===== src/rtl/raycast_pkg.sv =====
// Shared raycaster constants: screen geometry, texture codes, fill colours and
// the column-requester state encoding.
package raycast_pkg;

  localparam int SCREEN_WIDTH   = 320;
  localparam int SCREEN_HEIGHT  = 180;
  localparam int TIMEOUT_CYCLES = 64;

  localparam logic [3:0] TEX_RED_BRICK = 4'd3;
  localparam logic [3:0] TEX_STONE     = 4'd4;
  localparam logic [3:0] TEX_COOKIE    = 4'd5;

  localparam logic [15:0] CEIL_COLOR  = 16'h18C3;
  localparam logic [15:0] FLOOR_COLOR = 16'h4208;
  localparam logic [15:0] FLAT_COLOR  = 16'hF81F;
  localparam logic [15:0] ERR_COLOR   = 16'hFFE0;

  typedef enum logic [2:0] {
    REQ_IDLE,
    REQ_PIXEL,
    REQ_REQ,
    REQ_WAIT,
    REQ_DONE
  } req_state_e;

  function automatic logic is_textured(input logic [3:0] code);
    return (code == TEX_RED_BRICK) || (code == TEX_STONE) || (code == TEX_COOKIE);
  endfunction

endpackage


===== src/rtl/tex_column_requester_if.sv =====
// Column descriptor, texture request/response and frame-buffer write signals
// of the column requester; master is the requester, slave its environment.
interface tex_column_requester_if;

  logic        col_valid_in;
  logic        col_ready_out;
  logic [8:0]  hcount_in;
  logic [15:0] wallX_in;
  logic [7:0]  lineheight_in;
  logic [9:0]  drawstart_in;
  logic [3:0]  texture_in;

  logic        valid_req_out;
  logic [15:0] wallX_out;
  logic [7:0]  lineheight_out;
  logic [9:0]  drawstart_out;
  logic [7:0]  vcount_ray_out;
  logic [3:0]  texture_out;
  logic [15:0] tex_pixel_in;
  logic        valid_tex_in;

  logic        fb_we_out;
  logic [15:0] fb_addr_out;
  logic [15:0] fb_data_out;
  logic        col_done_out;
  logic        timeout_err_out;

  modport master (
    input  col_valid_in, hcount_in, wallX_in, lineheight_in, drawstart_in, texture_in,
    input  tex_pixel_in, valid_tex_in,
    output col_ready_out, valid_req_out, wallX_out, lineheight_out, drawstart_out,
    output vcount_ray_out, texture_out, fb_we_out, fb_addr_out, fb_data_out,
    output col_done_out, timeout_err_out
  );

  modport slave (
    output col_valid_in, hcount_in, wallX_in, lineheight_in, drawstart_in, texture_in,
    output tex_pixel_in, valid_tex_in,
    input  col_ready_out, valid_req_out, wallX_out, lineheight_out, drawstart_out,
    input  vcount_ray_out, texture_out, fb_we_out, fb_addr_out, fb_data_out,
    input  col_done_out, timeout_err_out
  );

endinterface


===== src/rtl/tex_req_watchdog.sv =====
// Counts consecutive cycles of an outstanding texture request and flags the
// cycle on which LIMIT is reached. Only instantiated with TEX_REQ_TIMEOUT_EN.
module tex_req_watchdog #(
  parameter int LIMIT = 64
) (
  input  logic clk,
  input  logic rst_n,
  input  logic run,
  output logic expired
);

  localparam int CW = $clog2(LIMIT + 1);

  logic [CW-1:0] cnt;

  always_ff @(posedge clk or negedge rst_n) begin
    if (!rst_n) begin
      cnt <= '0;
    end else if (run) begin
      cnt <= cnt + 1'b1;
    end else begin
      cnt <= '0;
    end
  end

  // cnt is 0 in the first waiting cycle, so LIMIT-1 marks the LIMIT-th one.
  assign expired = run && (cnt == CW'(LIMIT - 1));

endmodule


===== src/rtl/tex_column_requester.sv =====
// Walks one screen column, fetching a texel per textured wall row and writing
// ceiling/wall/floor pixels to the frame buffer. TEX_REQ_TIMEOUT_EN adds a WAIT watchdog.
module tex_column_requester
  import raycast_pkg::*;
(
  input  logic                   pixel_clk_in,
  input  logic                   rst_n_in,
  tex_column_requester_if.master bus
);

  req_state_e  state, state_nxt;
  logic [7:0]  vcount;
  logic [15:0] fb_addr;
  logic [15:0] wallx_q;
  logic [7:0]  lineheight_q;
  logic [9:0]  drawstart_q;
  logic [3:0]  texture_q;

  logic        accept, advance, fb_we, valid_req, col_ready, col_done, timeout_hit;
  logic [15:0] fb_data;
  logic [10:0] drawend;
  logic        is_ceil, is_wall, last_row;

  // 11-bit sum so drawstart + lineheight never wraps back into the screen.
  assign drawend  = {1'b0, drawstart_q} + {3'b0, lineheight_q};
  assign is_ceil  = {2'b0, vcount} < drawstart_q;
  assign is_wall  = !is_ceil && ({3'b0, vcount} < drawend);
  assign last_row = vcount == 8'(SCREEN_HEIGHT - 1);

  always_comb begin
    // NOTE: every output of this block gets a default first so no latch is inferred.
    state_nxt = state;
    accept    = 1'b0;
    advance   = 1'b0;
    fb_we     = 1'b0;
    fb_data   = '0;
    valid_req = 1'b0;
    col_ready = 1'b0;
    col_done  = 1'b0;
    unique case (state)
      REQ_IDLE: begin
        col_ready = 1'b1;
        if (bus.col_valid_in) begin
          accept    = 1'b1;
          state_nxt = REQ_PIXEL;
        end
      end
      REQ_PIXEL: begin
        if (is_wall && is_textured(texture_q)) begin
          state_nxt = REQ_REQ;
        end else begin
          fb_we   = 1'b1;
          fb_data = is_ceil ? CEIL_COLOR : (is_wall ? FLAT_COLOR : FLOOR_COLOR);
          advance = 1'b1;
        end
      end
      REQ_REQ: begin
        valid_req = 1'b1;
        state_nxt = REQ_WAIT;
      end
      REQ_WAIT: begin
        // A texel arriving on the timeout cycle wins over the error colour.
        if (bus.valid_tex_in) begin
          fb_we   = 1'b1;
          fb_data = bus.tex_pixel_in;
          advance = 1'b1;
        end else if (timeout_hit) begin
          fb_we   = 1'b1;
          fb_data = ERR_COLOR;
          advance = 1'b1;
        end
      end
      REQ_DONE: begin
        col_done  = 1'b1;
        state_nxt = REQ_IDLE;
      end
      default: state_nxt = REQ_IDLE;
    endcase
    if (advance) begin
      state_nxt = last_row ? REQ_DONE : REQ_PIXEL;
    end
  end

  always_ff @(posedge pixel_clk_in or negedge rst_n_in) begin
    // NOTE: sequential state uses non-blocking assignments only.
    if (!rst_n_in) begin
      state        <= REQ_IDLE;
      vcount       <= '0;
      fb_addr      <= '0;
      wallx_q      <= '0;
      lineheight_q <= '0;
      drawstart_q  <= '0;
      texture_q    <= '0;
    end else begin
      state <= state_nxt;
      if (accept) begin
        vcount       <= '0;
        fb_addr      <= {7'b0, bus.hcount_in};
        wallx_q      <= bus.wallX_in;
        lineheight_q <= bus.lineheight_in;
        drawstart_q  <= bus.drawstart_in;
        texture_q    <= bus.texture_in;
      end else if (advance) begin
        // Row stride added incrementally instead of vcount*SCREEN_WIDTH.
        vcount  <= vcount + 1'b1;
        fb_addr <= fb_addr + 16'(SCREEN_WIDTH);
      end
    end
  end

`ifdef TEX_REQ_TIMEOUT_EN
  logic timeout_err;

  tex_req_watchdog #(.LIMIT(TIMEOUT_CYCLES)) u_watchdog (
    .clk     (pixel_clk_in),
    .rst_n   (rst_n_in),
    .run     (state == REQ_WAIT),
    .expired (timeout_hit)
  );

  always_ff @(posedge pixel_clk_in or negedge rst_n_in) begin
    if (!rst_n_in) begin
      timeout_err <= 1'b0;
    end else if ((state == REQ_WAIT) && !bus.valid_tex_in && timeout_hit) begin
      timeout_err <= 1'b1;
    end
  end

  assign bus.timeout_err_out = timeout_err;
`else
  assign timeout_hit         = 1'b0;
  assign bus.timeout_err_out = 1'b0;
`endif

  assign bus.col_ready_out  = col_ready;
  assign bus.valid_req_out  = valid_req;
  assign bus.wallX_out      = wallx_q;
  assign bus.lineheight_out = lineheight_q;
  assign bus.drawstart_out  = drawstart_q;
  assign bus.vcount_ray_out = vcount;
  assign bus.texture_out    = texture_q;
  assign bus.fb_we_out      = fb_we;
  assign bus.fb_addr_out    = fb_addr;
  assign bus.fb_data_out    = fb_data;
  assign bus.col_done_out   = col_done;

endmodule

===== src/flat_wrapper.sv =====
// flat-port wrapper written by rule: the top's interface ports become plain ports
module tex_column_requester_flat import raycast_pkg::*;
  (pixel_clk_in, rst_n_in, bus_col_valid_in, bus_hcount_in, bus_wallX_in, bus_lineheight_in, bus_drawstart_in, bus_texture_in, bus_tex_pixel_in, bus_valid_tex_in, bus_col_ready_out, bus_valid_req_out, bus_wallX_out, bus_lineheight_out, bus_drawstart_out, bus_vcount_ray_out, bus_texture_out, bus_fb_we_out, bus_fb_addr_out, bus_fb_data_out, bus_col_done_out, bus_timeout_err_out);
  tex_column_requester_if bus_i ();
  input  logic pixel_clk_in;
  input  logic rst_n_in;
  input wire logic [$bits(bus_i.col_valid_in)-1:0] bus_col_valid_in;
  input wire logic [$bits(bus_i.hcount_in)-1:0] bus_hcount_in;
  input wire logic [$bits(bus_i.wallX_in)-1:0] bus_wallX_in;
  input wire logic [$bits(bus_i.lineheight_in)-1:0] bus_lineheight_in;
  input wire logic [$bits(bus_i.drawstart_in)-1:0] bus_drawstart_in;
  input wire logic [$bits(bus_i.texture_in)-1:0] bus_texture_in;
  input wire logic [$bits(bus_i.tex_pixel_in)-1:0] bus_tex_pixel_in;
  input wire logic [$bits(bus_i.valid_tex_in)-1:0] bus_valid_tex_in;
  output wire logic [$bits(bus_i.col_ready_out)-1:0] bus_col_ready_out;
  output wire logic [$bits(bus_i.valid_req_out)-1:0] bus_valid_req_out;
  output wire logic [$bits(bus_i.wallX_out)-1:0] bus_wallX_out;
  output wire logic [$bits(bus_i.lineheight_out)-1:0] bus_lineheight_out;
  output wire logic [$bits(bus_i.drawstart_out)-1:0] bus_drawstart_out;
  output wire logic [$bits(bus_i.vcount_ray_out)-1:0] bus_vcount_ray_out;
  output wire logic [$bits(bus_i.texture_out)-1:0] bus_texture_out;
  output wire logic [$bits(bus_i.fb_we_out)-1:0] bus_fb_we_out;
  output wire logic [$bits(bus_i.fb_addr_out)-1:0] bus_fb_addr_out;
  output wire logic [$bits(bus_i.fb_data_out)-1:0] bus_fb_data_out;
  output wire logic [$bits(bus_i.col_done_out)-1:0] bus_col_done_out;
  output wire logic [$bits(bus_i.timeout_err_out)-1:0] bus_timeout_err_out;
  assign bus_i.col_valid_in = bus_col_valid_in;
  assign bus_i.hcount_in = bus_hcount_in;
  assign bus_i.wallX_in = bus_wallX_in;
  assign bus_i.lineheight_in = bus_lineheight_in;
  assign bus_i.drawstart_in = bus_drawstart_in;
  assign bus_i.texture_in = bus_texture_in;
  assign bus_i.tex_pixel_in = bus_tex_pixel_in;
  assign bus_i.valid_tex_in = bus_valid_tex_in;
  assign bus_col_ready_out = bus_i.col_ready_out;
  assign bus_valid_req_out = bus_i.valid_req_out;
  assign bus_wallX_out = bus_i.wallX_out;
  assign bus_lineheight_out = bus_i.lineheight_out;
  assign bus_drawstart_out = bus_i.drawstart_out;
  assign bus_vcount_ray_out = bus_i.vcount_ray_out;
  assign bus_texture_out = bus_i.texture_out;
  assign bus_fb_we_out = bus_i.fb_we_out;
  assign bus_fb_addr_out = bus_i.fb_addr_out;
  assign bus_fb_data_out = bus_i.fb_data_out;
  assign bus_col_done_out = bus_i.col_done_out;
  assign bus_timeout_err_out = bus_i.timeout_err_out;
  tex_column_requester u_core (.pixel_clk_in(pixel_clk_in), .rst_n_in(rst_n_in), .bus(bus_i));
endmodule

===== config.mk =====
export PLATFORM = sky130hd
export DESIGN_NAME = tex_column_requester_flat
export DESIGN_NICKNAME = d
export VERILOG_FILES = /design/src/rtl/raycast_pkg.sv /design/src/rtl/tex_column_requester_if.sv /design/src/rtl/tex_req_watchdog.sv /design/src/rtl/tex_column_requester.sv /design/src/flat_wrapper.sv
export SDC_FILE = /design/constraint.sdc
export NUM_CORES = 1
export LEC_CHECK = 0
export CORE_UTILIZATION = 43
export DETAILED_ROUTE_END_ITERATION = 10
export PLACE_DENSITY = 0.89
export REMOVE_ABC_BUFFERS = 1
export SLEW_MARGIN = 15
export SYNTH_ARGS = -nofsm -noshare
export SYNTH_HDL_FRONTEND = slang
export SYNTH_SLANG_ARGS = --single-unit

===== constraint.sdc =====
create_clock -name pixel_clk_in -period 5.39 [get_ports pixel_clk_in]
set_clock_uncertainty 0.2 [all_clocks]
set_input_delay 1.3475 -clock pixel_clk_in [delete_from_list [all_inputs] [get_ports pixel_clk_in]]
set_output_delay 1.3475 -clock pixel_clk_in [all_outputs]
set_load 0.05 [all_outputs]

==> key figures <==
Setup path
  – Startpoint types: register
  – CP endpoint kind: output port
  – Worst-path fanout max: 4
  – Req. time, crit path: approximately 3.8 ns
  – CP arrival: between 3 and 4 ns
  – Crit Path Class: register to output port

Cells and area
  – Sequential cell area: ~0.0016 mm²
  – Area growth from synthesis to layout: 54.50%
  – Post-layout util: a little over two thirds
  – Commonest cells after routing, fill and taps aside: nand2_1 (157), clkdlybuf4s50_1 (132), dfrtp_1 (65)
  – Fillers: ~630
  – Layout cells sized above 1: a little over a tenth
  – Footprint of the multi-input gates: ~0.0019 mm²
  – Final Net Count: ~650
  – Final Cell Area: roughly 0.0055 mm²
  – Commonest non-fill, non-tap cell in the layout: nand2_1
  – Diode count: 0

Global routing
  – First-pass GRT wire length: around 16,000 µm
  – Met1 usage: a little over a quarter
  – Total global-route track usage: 23.74%
  – Total grt overflow: 0
  – GR peak layer: met2
  – Largest net degree at the start of global routing: 60
  – GRT met2 Usage: 42.77%
  – GR met3 Demand/Resource: slightly below 7%
  – Antenna violations before repair: 0
  – Vias in the first global route: ~3.6k

STA
  – Minimum clock period: ~5.3 ns
  – Final hold slack: 0.2772 ns
  – Relative slew margins: 33.52%
  – Tcrit/Tclk final: 97.91%
  – Final WS setup: ~0.11 ns
  – Final setup viols: 0
  – Final Hold Viols: 0
  – Final slew viol count: 0
  – Max Freq: about 190 MHz
  – Worst Tran Pin Value: ~1 ns
  – Setup TNS Final: 0 ns

Routing
  – Pre-antenna DRT Iters: 5
  – DRC: 0
  – DR WL/cell: 14.86 µm
  – Post-route ant nets: 0
  – Via density: about 5.2
  – Final wirelength: just under 10,000 µm
  – Starting DRT DRC Count: slightly below 200
  – Vias: 3,438

Power
  – Clock Power Share: between 20% and 30%
  – Flop pwr share: between 30 and 40%
  – Int Pwr: a little under 0.001 W
  – Logic gate share of total power: ~37%
  – Leakage: 2.608 nW
  – Net Sw Frac: about two fifths
  – Max VDD drop: 0.1884 mV
  – Switching pwr: about 0.00064 W
  – Power density over cell area: roughly 300 mW/mm²

Clock tree
  – CTS root buf: clkbuf_8
  – Clk sink count: 65
  – Worst-Skew Late Latency: 0.34 ns
  – Reg clk slew, reported paths: approximately 0.070 ns
  – TritonCTS buffer count: 9
  – CTS H-tree lvls: 3
  – Clock tree buffer depth: 2
  – CTS tree: built

Floorplanning
  – Die X: 93 µm
  – Site row count: 32
  – Die area: a little under 0.009 mm²
  – Die Ht: roughly 93 µm
  – Starting Density: a little under half
  – # IOs: 150
  – Core area: 0.007888 mm²

Hold path
  – Min-delay worst type: register to register

Synthesis
  – Synth Register Bits: between 60 and 70
  – Yosys warnings: 0
  – Synthesized instance count: 411
  – Post-synth ARST share: 100.0%
  – Seq/Total Area, Yosys: a little under half
  – Syn Area/Cell: ~8.7 µm²
  – Synthesized cell area: between 0.003 and 0.004 mm²
  – Synth Flop Type: dfrtp_1
  – Post-synth EDFFs: 0
  – Post-synthesis cell type count: between 40 and 50

Placement
  – Pre-CTS WS: roughly 0.12 ns
  – GP Congestion: 0.8540
  – PortBufs: 148
  – DP HPWL: 7101 µm
  – Dpl cell area: 0.005225 mm²

Run
  – Max_cap viols: 0

Outcome
  – Status: completed
[kinds of logic after synthesis]
group / Yosys count / synth area share, %
mux: 8 / 2.284
xor+xnor: 8 / 1.967
buf+inv: 27 / 3.022
flops: 65 / 45.68
fa+ha+maj: 25 / 8.995
compound gates: 57 / 10.93
simple gates: 220 / 27.02
other cells: 1 / 0.1053
[layout make-up]
cell class,instances,share of cell area [%]
clock buffer,12,3.002
clock inverter,3,0.2729
inverter,11,0.7505
multi-input combinational,319,34.48
sequential,65,29.57
tap,102,2.320
timing repair buffer,155,29.61
[path summary, 6_finish.rpt]
| kind | from | end | slack, ns | cells past startpoint |
|---|---|---|---|---|
| worst min-delay path | u_core.bus.fb_addr_out[3] | u_core.bus.fb_addr_out[3] | 0.28 | 2 |
| max in group asynchronous | rst_n_in | u_core.bus.vcount_ray_out[6] | 3.19 | 2 |
| worst min register to register | u_core.bus.fb_addr_out[3] | u_core.bus.fb_addr_out[3] | 0.28 | 2 |
| worst max-delay path | u_core.bus.lineheight_out[0] | bus_fb_data_out[11] | 0.11 | 14 |
| min in group asynchronous | rst_n_in | u_core.bus.drawstart_out[6] | 0.86 | 1 |
| worst max register to register | u_core.bus.lineheight_out[0] | u_core.bus.vcount_ray_out[7] | 1.41 | 14 |
[sequential cells by signal (all words and copies together) (netlist names)]
name	cells
u_core.bus.drawstart_out	10
u_core.bus.fb_addr_out	16
u_core.bus.lineheight_out	8
u_core.bus.texture_out	4
u_core.bus.vcount_ray_out	8
u_core.bus.wallX_out	16
u_core.state	3
[cells in the mapped netlist, drive strengths merged, types with 2 or more instances]
| cell type | count | area, µm² |
|---|---|---|
| dfrtp | 65 | 1627 |
| mux2i | 7 | 70.07 |
| nand2b | 5 | 31.28 |
| o211ai | 5 | 37.54 |
| xor2 | 4 | 35.03 |
| nand3b | 3 | 22.52 |
| inv | 11 | 41.29 |
| a211o | 2 | 17.52 |
| nand3 | 8 | 40.04 |
| a31oi | 2 | 12.51 |
| nor3 | 3 | 15.01 |
| or4 | 3 | 22.52 |
| o31ai | 7 | 52.55 |
| nor2 | 18 | 67.56 |
| nand2 | 159 | 596.8 |
| or3 | 5 | 36.28 |
| a211oi | 3 | 22.52 |
| o21a | 2 | 15.01 |
| clkbuf | 12 | 45.04 |
| buf | 4 | 21.27 |
| nor3b | 2 | 15.01 |
| a21oi | 14 | 73.82 |
| nor4b | 3 | 32.53 |
| and2 | 5 | 31.28 |
| ha | 24 | 300.3 |
| o21ai | 15 | 78.82 |
| xnor2 | 4 | 35.03 |
| nor2b | 2 | 12.51 |
| a21o | 2 | 15.01 |
[worst max-delay path, cell delays in order (launching register included)]
cell and delay, ns:
dfrtp_1 0.40, ha_2 0.19, fa_2 0.36, a21oi_2 0.15
nor2_1 0.07, or3_4 0.37, xnor2_4 0.18, ha_4 0.23
a211o_1 0.33, a31oi_4 0.18, a2111oi_4 0.09, or3_4 0.40
and2_4 0.19, nand2_1 0.10, buf_12 0.14
[what timing repair did]
| action | in CTS | in global routing |
|---|---|---|
| hold buffers | 0 | 0 |
| hold endpoints to repair | 0 | 0 |
| resized for setup | 7 | 4 |
| endpoints found under the setup margin | 8 | 4 |
| setup buffers | 1 | 3 |
[power groups by stage]
| stage | clock (W) | sequential (W) | combinational, W |
|---|---|---|---|
| 2_1_floorplan | 0 | 0.000826 | 0.000165 |
| 3_3_place_gp | 0 | 0.000642 | 0.000569 |
| 3_5_place_dp | 0 | 0.000646 | 0.000587 |
| 4_1_cts | 0.000395 | 0.000638 | 0.000592 |
| 5_1_grt | 0.000416 | 0.000655 | 0.000635 |
| 6_report | 0.000385 | 0.000642 | 0.000595 |
[routing by layer]
metal / vias up / wire length (µm)
met5: - / 0
met4: 0 / 150
met1: 1620 / 3940
met3: 16 / 759
li1: 1678 / -
met2: 124 / 5061
[per-stage QoR]
step / std cells / power [W]
2_1_floorplan: 395 / 0.0009906
3_3_place_gp: 648 / 0.001211
3_5_place_dp: 648 / 0.001233
4_1_cts: 664 / 0.001625
5_1_grt: 667 / 0.001705
6_report: 667 / 0.001622
Power figures use the tool's default switching activity.
